--- src/rtl/mips_fetch_if.sv ---
// Fetch-unit bus bundle: instruction-memory request channel, execute-stage
// redirect, and the instruction handshake towards the decoder.
//   master : fetch unit side (drives imem_req/imem_addr and the instruction outputs)
//   slave  : environment side (memory, execute stage, decoder)
// Signals:
//   imem_req, imem_addr, imem_ready, imem_rdata   instruction memory read channel
//   branch_taken, branch_target                   redirect from execute stage
//   id_ready, instr_valid, instr, opcode, funct,
//   pc_out                                        instruction handshake to decode
//   stall_cnt                                     decode-stall counter
interface mips_fetch_if #(
    parameter int unsigned ADDR_W = 32
);
    logic              imem_req;
    logic [ADDR_W-1:0] imem_addr;
    logic              imem_ready;
    logic [31:0]       imem_rdata;
    logic              branch_taken;
    logic [ADDR_W-1:0] branch_target;
    logic              id_ready;
    logic              instr_valid;
    logic [31:0]       instr;
    logic [5:0]        opcode;
    logic [5:0]        funct;
    logic [ADDR_W-1:0] pc_out;
    logic [15:0]       stall_cnt;

    modport master (
        output imem_req, imem_addr, instr_valid, instr, opcode, funct, pc_out, stall_cnt,
        input  imem_ready, imem_rdata, branch_taken, branch_target, id_ready
    );

    modport slave (
        input  imem_req, imem_addr, instr_valid, instr, opcode, funct, pc_out, stall_cnt,
        output imem_ready, imem_rdata, branch_taken, branch_target, id_ready
    );
endinterface

--- src/rtl/mips_fetch_unit.sv ---
// Instruction fetch sequencer: holds the PC, issues one outstanding read to
// instruction memory at a time, and presents each fetched word to the decoder
// under a valid/ready handshake. Taken branches redirect the PC from any state.
// Ports:
//   clk  rising-edge clock
//   rst  asynchronous active-high reset
//   bus  mips_fetch_if.master (memory channel, redirect, decode handshake)
// Optional build macro FETCH_STALL_CNT_EN: when defined, stall_cnt counts
// cycles with a held instruction the decoder refuses (saturating); otherwise
// stall_cnt is tied to zero.
module mips_fetch_unit #(
    parameter int unsigned       ADDR_W   = 32,
    parameter logic [ADDR_W-1:0] RESET_PC = '0,
    parameter int unsigned       PC_INC   = 4
) (
    input  logic          clk,
    input  logic          rst,
    mips_fetch_if.master  bus
);

    typedef enum logic {
        S_REQ  = 1'b0,
        S_HOLD = 1'b1
    } state_t;

    state_t            state;
    state_t            state_nxt;
    logic [ADDR_W-1:0] pc;
    logic [31:0]       instr_q;
    logic [ADDR_W-1:0] pc_out_q;
    logic              valid_q;

    // State register
    always_ff @(posedge clk or posedge rst) begin
        if (rst) state <= S_REQ;
        else     state <= state_nxt;
    end

    // Next-state logic; a redirect overrides any handshake in the same cycle
    always_comb begin
        state_nxt = state;
        case (state)
            S_REQ:   if (bus.imem_ready) state_nxt = S_HOLD;
            S_HOLD:  if (bus.id_ready)   state_nxt = S_REQ;
            default: state_nxt = S_REQ;
        endcase
        if (bus.branch_taken) state_nxt = S_REQ;
    end

    // Output decode
    always_comb begin
        bus.imem_req = 1'b0;
        if (state == S_REQ) bus.imem_req = 1'b1;
    end

    // PC, captured instruction and its address
    always_ff @(posedge clk or posedge rst) begin
        if (rst) begin
            pc       <= RESET_PC;
            instr_q  <= '0;
            pc_out_q <= '0;
            valid_q  <= 1'b0;
        end else begin
            valid_q <= (state_nxt == S_HOLD);
            if (bus.branch_taken) begin
                // Word-align the target; any read data this cycle is dropped
                pc <= {bus.branch_target[ADDR_W-1:2], 2'b00};
            end else if (state == S_REQ && bus.imem_ready) begin
                instr_q  <= bus.imem_rdata;
                pc_out_q <= pc;
                pc       <= pc + ADDR_W'(PC_INC);
            end
        end
    end

    assign bus.imem_addr   = pc;
    assign bus.instr_valid = valid_q;
    assign bus.instr       = instr_q;
    assign bus.pc_out      = pc_out_q;
    assign bus.opcode      = instr_q[31:26];
    assign bus.funct       = instr_q[5:0];

`ifdef FETCH_STALL_CNT_EN
    logic [15:0] stall_q;

    // Saturating count of cycles the decoder stalls a valid instruction
    always_ff @(posedge clk or posedge rst) begin
        if (rst) begin
            stall_q <= '0;
        end else if (valid_q && !bus.id_ready && stall_q != 16'hFFFF) begin
            stall_q <= stall_q + 16'd1;
        end
    end

    assign bus.stall_cnt = stall_q;
`else
    assign bus.stall_cnt = 16'h0000;
`endif

endmodule

--- src/flat_wrapper.sv ---
// flat-port wrapper written by rule: the top's interface ports become plain ports
module mips_fetch_unit_flat 
#(
    parameter int unsigned       ADDR_W   = 32,
    parameter logic [ADDR_W-1:0] RESET_PC = '0,
    parameter int unsigned       PC_INC   = 4
)
  (clk, rst, bus_imem_req, bus_imem_addr, bus_instr_valid, bus_instr, bus_opcode, bus_funct, bus_pc_out, bus_stall_cnt, bus_imem_ready, bus_imem_rdata, bus_branch_taken, bus_branch_target, bus_id_ready);
  mips_fetch_if #(.ADDR_W(ADDR_W)) bus_i ();
  input  logic clk;
  input  logic rst;
  output wire logic [$bits(bus_i.imem_req)-1:0] bus_imem_req;
  output wire logic [$bits(bus_i.imem_addr)-1:0] bus_imem_addr;
  output wire logic [$bits(bus_i.instr_valid)-1:0] bus_instr_valid;
  output wire logic [$bits(bus_i.instr)-1:0] bus_instr;
  output wire logic [$bits(bus_i.opcode)-1:0] bus_opcode;
  output wire logic [$bits(bus_i.funct)-1:0] bus_funct;
  output wire logic [$bits(bus_i.pc_out)-1:0] bus_pc_out;
  output wire logic [$bits(bus_i.stall_cnt)-1:0] bus_stall_cnt;
  input wire logic [$bits(bus_i.imem_ready)-1:0] bus_imem_ready;
  input wire logic [$bits(bus_i.imem_rdata)-1:0] bus_imem_rdata;
  input wire logic [$bits(bus_i.branch_taken)-1:0] bus_branch_taken;
  input wire logic [$bits(bus_i.branch_target)-1:0] bus_branch_target;
  input wire logic [$bits(bus_i.id_ready)-1:0] bus_id_ready;
  assign bus_imem_req = bus_i.imem_req;
  assign bus_imem_addr = bus_i.imem_addr;
  assign bus_instr_valid = bus_i.instr_valid;
  assign bus_instr = bus_i.instr;
  assign bus_opcode = bus_i.opcode;
  assign bus_funct = bus_i.funct;
  assign bus_pc_out = bus_i.pc_out;
  assign bus_stall_cnt = bus_i.stall_cnt;
  assign bus_i.imem_ready = bus_imem_ready;
  assign bus_i.imem_rdata = bus_imem_rdata;
  assign bus_i.branch_taken = bus_branch_taken;
  assign bus_i.branch_target = bus_branch_target;
  assign bus_i.id_ready = bus_id_ready;
  mips_fetch_unit #(.ADDR_W(ADDR_W), .RESET_PC(RESET_PC), .PC_INC(PC_INC)) u_core (.clk(clk), .rst(rst), .bus(bus_i));
endmodule
--- config.mk ---
export PLATFORM = sky130hd
export DESIGN_NAME = mips_fetch_unit_flat
export DESIGN_NICKNAME = d
export VERILOG_FILES = /design/src/rtl/mips_fetch_if.sv /design/src/rtl/mips_fetch_unit.sv /design/src/flat_wrapper.sv
export SDC_FILE = /design/constraint.sdc
export NUM_CORES = 1
export LEC_CHECK = 0
export ABC_AREA = 1
export ABC_CLOCK_PERIOD_IN_PS = 3350
export BUFFER_PORTS_ARGS = -buffer_cell sky130_fd_sc_hd__clkbuf_2
export CAP_MARGIN = 20
export CORE_AREA = 8 8 122 152
export DETAILED_ROUTE_END_ITERATION = 8
export DIE_AREA = 0 0 130 160
export GPL_TIMING_DRIVEN = 0
export PLACE_DENSITY = 0.6
export SLEW_MARGIN = 10
export SYNTH_ARGS = -nofsm -noshare
export SYNTH_HDL_FRONTEND = slang
export SYNTH_SLANG_ARGS = --single-unit
--- constraint.sdc ---
create_clock -name clk -period 3.35 [get_ports clk]
set_input_delay 0.335 -clock clk [delete_from_list [all_inputs] [get_ports clk]]
set_output_delay 0.335 -clock clk [all_outputs]
set_load 0.005 [all_outputs]
==> results list, run 1 <==
- The run finished with clean final reports.
* Remaining DRCs: 0
- Initial antenna violation count: 1
* Commonest cells post-synth: nand2_1 (229), dfrtp_1 (93), inv_1 (42)
- Die Outline Area: 20800 sq um
* Path type of the worst min-delay path: in2reg
- Setup repair after global routing missed its margin: no
* Share of synthesized area occupied by flip-flops and latches: 49.4%
- Top FF cell, synth: dfrtp_1
* Worst-case register-to-register setup slack: 1590 ps
- Summed over all layers, the routed wires come to 16.1 mm.
- Biggest area contributors in the synthesized netlist: dfrtp_1 (49%), nand2_1 (18%), buf_4 (5.7%), nand3_1 (4.0%), inv_1 (3.3%)
- Once the floorplan was initialized, standard cells occupied 29.3% of the core.
- For this design, the sink count on the clock tree is 93.
- Across the run, the number of max-cap violations was 0.
- The first detailed-routing pass ran for 4 iterations.
- Last weighted congestion value of the routability-driven placer: 0.819
* Total number of vias: 4459
- Across the routed clock network, the largest skew measured is 8.57 ps.
- A synthesized cell averages 8.03 sq um.
* Count of endpoints failing hold in the final timing report: 0
* Clock Tree Buf Depth: 2
* Wire length of the first global-routing pass: 25.0 mm
* Power Dens Cells: 535 nW/um^2
- Number of CTS-inserted buffers: 9
- Number of synthesized flops with an enable pin: 0
- Count of pins over their slew limit: 0
- VDD sags by at most 0.000194 V.
- Headroom to the max-slew limit: 57.9%
* CP Capture Type: flop
- Post-synth cell types: 36
* Warning count from the yosys run: 0
- Post-layout min period: 1760 ps
- Summed over all cells, the static leakage comes to 3.43 nW.
- Dividing the detail-routed via count by the number of cells gives 4.41.
- Buffers inserted to repair hold after CTS numbered 1.
* Cells traversed along the worst timing path: inv_2, nand2_2, nor2_2, buf_2, nand2_1, o221ai_1
* Type of origin of the critical path: flop
- The synthesized netlist occupies a cell area of 4710 sq um.
* Antenna viol nets, final: 0
- During placement, the flow inserted port buffers numbering 171.
- Share of the clock period used by the worst path: 52.5%
* Buffers & Inverters on Critical Path: 2
- Most numerous cell in the Yosys netlist: nand2_1
- Clock latency at the later pin of the worst-skew pair: 340 ps
- Summed over all layers, the global routing overflow is 0.
- Of all cell types, the one taking the most synthesized area is dfrtp_1.
- Among all stages on the critical path, the largest delay is contributed by nor2_2.
* Maximum frequency from static timing analysis: 569 MHz
- For this block, the initial DRC count from the detailed router was 213.
- Worst path top cell family by delay: simple AND/OR/NAND/NOR gates
* Clock Pin Slew Worst Setup and Hold Paths: 60 ps
* Avg WL per Cell: 15.9 um
* Detailed Place HPWL: 12.2 mm
- Relative to the synthesized area, the layout overhead comes to 33.9%.
- Share of layout cells above drive strength 1: 33.1%
* Width of the die: 130 um
* Row count: 52
* Setup slack after layout: 1590 ps
- The floorplan step defined a core boundary enclosing 16100 sq um.
* Number of gates resized after CTS: 0
- Highest cell delay on the worst timing path: 450 ps
* Pin count of the biggest net entering global routing: 69
- Level count of the clock H-tree: 3
- In this run, synthesis produced a sequential element count of 93.
* Critical path start-end classification: reg2reg
- Clock tree from TritonCTS: done
* Biggest fanout along the worst timing path: 10
- Gate count after technology mapping: 587
* Arrival time worst endpoint: 2010 ps
- Prior to clock tree synthesis, the placed netlist has a worst setup slack of 1560 ps.
- At the pin with the least slew margin, the transition time is 632 ps.
- After synthesis, the largest area contributor takes up 49.4% of total cell area.
- The design draws 3.38 mW.
- Of all flip-flops after synthesis, the portion carrying an async set or reset was 100%.
- Count of antenna diodes in the layout: 0
* Combined global-route utilization of all metal layers: 15.6%
- Once the clock tree was built, the setup fixing pass inserted 0 buffers.
- In this run the clock root is driven by a clkbuf_16.
* Die height: 160 um
* Number of placed I/O pins: 195
* Final Setup Violations: 0
* Final net count: 860
* Via count of the first global-routing pass: 4538
- Critical path data required time: 3600 ps
-- routing by layer --
metal	vias up	track usage [%]	part of all wire [%]
li1	2216	-	-
met1	2050	19.1	42
met2	166	25.3	47
met3	25	4.00	7.7
met4	2	6.67	2.6
met5	-	0	0.062
-- power breakdown --
part,leakage (nW),internal (mW),switching (mW)
clock network,0.172,0.772,0.450
logic,2.10,0.322,0.385
registers,1.15,1.30,0.146
-- worst reg2reg max path, cell delays in order, from the launching register on --
cell and delay, ps:
dfrtp_1 380, inv_2 90, nand2_2 120, nor2_2 450, buf_2 370, nand2_1 110
o221ai_1 150
-- per-stage QoR --
step           util [%]  hold slack [ps]  instances  area, sq um  TNS, ps
2_1_floorplan         -              430        606         4780        0
3_3_place_gp       36.8              453        993         5910   -80250
3_5_place_dp       37.0              312        994         5940        0
4_1_cts            39.3              155       1011         6310        0
5_1_grt            39.3              170       1011         6310        0
6_report           39.3              172       1011         6310        0
-- cells in the final DEF, fill, tap and decap left out, drive strengths merged, types with 3 or more instances in the layout --
cell,n
o21ai,32
clkbuf,191
a21oi,3
nand4,14
nand3,44
bufinv,3
buf,47
nor2,43
conb,20
dfrtp,93
o211ai,3
inv,45
nor3,4
nand3b,5
nand2,233
-- area by class of cell --
cell class | count | area, sq um
buffer | 55 | 358
clock buffer | 11 | 253
clock inverter | 5 | 106
fill | 1682 | 9760
inverter | 45 | 174
multi-input combinational | 413 | 1930
sequential | 93 | 2330
tap | 216 | 270
timing repair buffer | 173 | 893
-- registers in the layout, indices dropped and copies added (netlist names) --
signal                cells
u_core.bus.pc_out        30
u_core.state              1
u_core.bus.imem_addr     30
u_core.bus.instr         32
-- path summary, 6_finish.rpt --
check,to,cells past startpoint,start
min reg2reg,u_core.bus.pc_out[9]$_DFFE_PP0P_,2,u_core.bus.pc_out[9]$_DFFE_PP0P_
min,u_core.state$_DFF_PP0_,2,bus_id_ready
min in group asynchronous,u_core.bus.instr[0]$_DFFE_PP0P_,3,rst
max in group asynchronous,u_core.bus.imem_addr[7]$_DFFE_PP0N_,4,rst
max,u_core.bus.imem_addr[5]$_DFFE_PP0N_,6,u_core.state$_DFF_PP0_
max reg2reg,u_core.bus.imem_addr[5]$_DFFE_PP0N_,6,u_core.state$_DFF_PP0_
-- kinds of logic (layout without fill, tap and decap cells) --
| family | count (synthesis) | count (layout) | share of synthesized area, % |
|---|---|---|---|
| other | 1 | 20 | 0.0796 |
| and+or+nand+nor | 344 | 344 | 33.2 |
| adders and majority gates | 1 | 1 | 0.265 |
| DFF | 93 | 93 | 49.4 |
| AOI/OAI and AO/OA | 47 | 47 | 5.73 |
| buffers and inverters | 100 | 289 | 11.2 |
| xor gates and xnor gates | 1 | 1 | 0.186 |
(Power assumes the default switching activity.)
==> run 2, diff against run 1 <==
--- a/config.mk
+++ b/config.mk
@@ -6,7 +6,7 @@
 export NUM_CORES = 1
 export LEC_CHECK = 0
 export ABC_AREA = 1
-export ABC_CLOCK_PERIOD_IN_PS = 3350
+export ABC_CLOCK_PERIOD_IN_PS = 1830
 export BUFFER_PORTS_ARGS = -buffer_cell sky130_fd_sc_hd__clkbuf_2
 export CAP_MARGIN = 20
 export CORE_AREA = 8 8 122 152
==> constraint.sdc (replaced) <==
create_clock -name clk -period 1.83 [get_ports clk]
set_input_delay 0.183 -clock clk [delete_from_list [all_inputs] [get_ports clk]]
set_output_delay 0.183 -clock clk [all_outputs]
set_load 0.005 [all_outputs]
==> results list, run 2 (synthesis gave the netlist of run 1 again) <==
- The flow ran to the end, and the final reports show no timing, DRC or antenna violations.
- The die covers 20800 sq um.
- In the layout the commonest cells are nand2_1 (228), clkbuf_2 (171), dfrtp_1 (93).
- Share of layout cells above drive strength 1: 32.6%
- For this block, the routed nets add up to 15.9 mm of wire.
* Clock Tree Buf Depth: 2
* Core Area: 16100 sq um
* Arrival time worst endpoint: 1890 ps
- Entering global routing, the biggest net connects 34 pins.
- VDD IR-drop max: 0.000341 V
- Antenna viol nets, final: 0
* Width of the die: 130 um
- Prior to clock tree synthesis, the placed netlist has a worst setup slack of 67.7 ps.
- Highest cell delay on the worst timing path: 460 ps
* Biggest fanout along the worst timing path: 10
- Setup slack closes at 170 ps.
* Count of endpoints failing hold in the final timing report: 0
* Clock Pin Slew Worst Setup and Hold Paths: 60 ps
- Dividing the final minimum period by the clock period gives 90.7%.
- Die height: 160 um
- Buffers & Inverters on Critical Path: 0
* Final net count: 862
* Post-route non-filler standard cell count: 1014
- At the worst endpoint, the required time is 2060 ps.
- Starting utilization of the core area: 29.3%
- Clock latency at the later pin of the worst-skew pair: 350 ps
- Detailed Place HPWL: 12.4 mm
* Fill count: 1732
- Root Driver: clkbuf_16
- Slowest cell on the critical path: dfrtp_1
- Max-cap violations in this run came to 0.
- CTS saw 93 sinks.
- The worst hold path belongs to the class in2reg.
- In this design, the critical path's most frequently occurring cell is nor2_4.
- Number of detailed-route iterations in the first pass: 4
- Total power after layout: 5.83 mW
- Dpl cells: 995
- Overall overflow remaining after global route: 0
* Post-CTS Setup Bufs: 0
* Type of origin of the critical path: flop
* Synth-to-layout area growth: 33.1%
- The detailed router finished its first iteration with 253 violations.
- The floorplan has 52 rows.
* Hold-critical path depth: 3
* Total number of vias: 4496
* Cells traversed along the worst timing path: ha_1, nand2_2, nor2_4, nand3_4, nor2_4, nand3_1, nand2_1, nand3b_1
- The first global-routing pass estimated 25.3 mm of wire.
- Summed over all failing endpoints, the final setup total negative slack is 0 ps.
- Via count of the first global-routing pass: 4572
- The congestion estimate from routability-driven global placement came to 0.811.
- Setup violations remaining at the end of the flow were counted as 0.
* Remaining DRCs: 0
- Global routing consumed, over all layers together, 15.7% of the routing resources.
* IO Port Bufs: 171
- Measured against its own limit, the worst slew margin works out to 52.6%.
- Setup repair after global routing missed its margin: no
* Standby leakage power: 3.40 nW
* Worst path top cell family by delay: simple AND/OR/NAND/NOR gates
* Level count of the clock H-tree: 3
- Clock tree from TritonCTS: done
- The initial antenna violation count came to 0.
* Routed vias/inst: 4.43
- For the final database, setup skew stands at 5.36 ps.
- Post-layout min period: 1660 ps
- The register with the most flip-flops in the layout has 32 of them.
- CP Capture Type: flop
- At the pin with the least slew margin, the transition time is 710 ps.
- Dividing the detail-routed wire length by the instance count gives 15.7 um.
- The critical path in this run is classified as reg2reg.
- The number of max-slew violations in the final report was 0.
- Number of CTS-inserted buffers: 9
* Maximum frequency from static timing analysis: 602 MHz
- Counting buffers and inverters, the worst setup path is 8 cells deep.
- Measured in cells, the most critical reg-to-reg path has a length of 8.
* Number of placed I/O pins: 195
- Leaving out fill and tap cells, the most frequent cell in the layout is nand2_1.
* Power Dens Cells: 929 nW/um^2
run 2: power breakdown:
group	internal, mW	switching [mW]	leakage, nW	total (mW)
Combinational	0.594	0.703	2.11	1.30
Sequential	2.38	0.271	1.15	2.65
Clock	1.10	0.778	0.138	1.88
run 2: timing repair:
item,CTS,global route
hold endpoints to repair,29,0
setup endpoints to repair,0,41
hold buffers,2,0
gates resized for setup,0,3
run 2: per-stage QoR:
step	util (%)	hold slack, ps	instance area, sq um
6_report	39.0	31.1	6270
4_1_cts	39.0	16.7	6260
5_1_grt	39.0	31.4	6270
2_1_floorplan	-	278	4790
3_5_place_dp	37.1	317	5950
3_3_place_gp	36.8	369	5910
run 2: layout make-up:
class                           count  area [sq um]  share of cell area (%)
Inverter                           45           173                    2.75
Clock inverter                      1          30.0                   0.479
Buffer                             55           360                    5.74
Timing Repair Buffer              175           916                    14.6
Clock buffer                       15           258                    4.11
Tap cell                          216           270                    4.31
Antenna cell                        1          2.50                  0.0399
Multi-Input combinational cell    413          1940                    30.9
Sequential cell                    93          2330                    37.1
run 2: worst min-delay path: stages:
cell	delay (ps)
clkbuf_2	70
nand2_1	40
nand2_1	50
run 2: layer usage:
| layer | global-route usage, % | part of all wire [%] | vias to the layer above |
|---|---|---|---|
| met5 | 0 | 0 | - |
| li1 | - | - | 2235 |
| met3 | 4.20 | 8.0 | 16 |
| met4 | 5.35 | 1.4 | 0 |
| met2 | 25.2 | 47 | 149 |
| met1 | 19.9 | 44 | 2096 |
run 2: worst paths after layout:
| kind | end | slack [ps] | start |
|---|---|---|---|
| worst max-delay path | u_core.bus.imem_addr[30]$_DFFE_PP0N_ | 170 | u_core.bus.imem_addr[3]$_DFFE_PP0N_ |
| worst min-delay path | u_core.bus.instr[21]$_DFFE_PP0P_ | 30 | bus_imem_rdata[21] |
| worst max register to register | u_core.bus.imem_addr[30]$_DFFE_PP0N_ | 170 | u_core.bus.imem_addr[3]$_DFFE_PP0N_ |
| min in group asynchronous | u_core.bus.instr[28]$_DFFE_PP0P_ | 490 | rst |
| worst min register to register | u_core.bus.instr[25]$_DFFE_PP0P_ | 470 | u_core.bus.instr[25]$_DFFE_PP0P_ |
| max in group asynchronous | u_core.bus.imem_addr[11]$_DFFE_PP0N_ | 740 | rst |
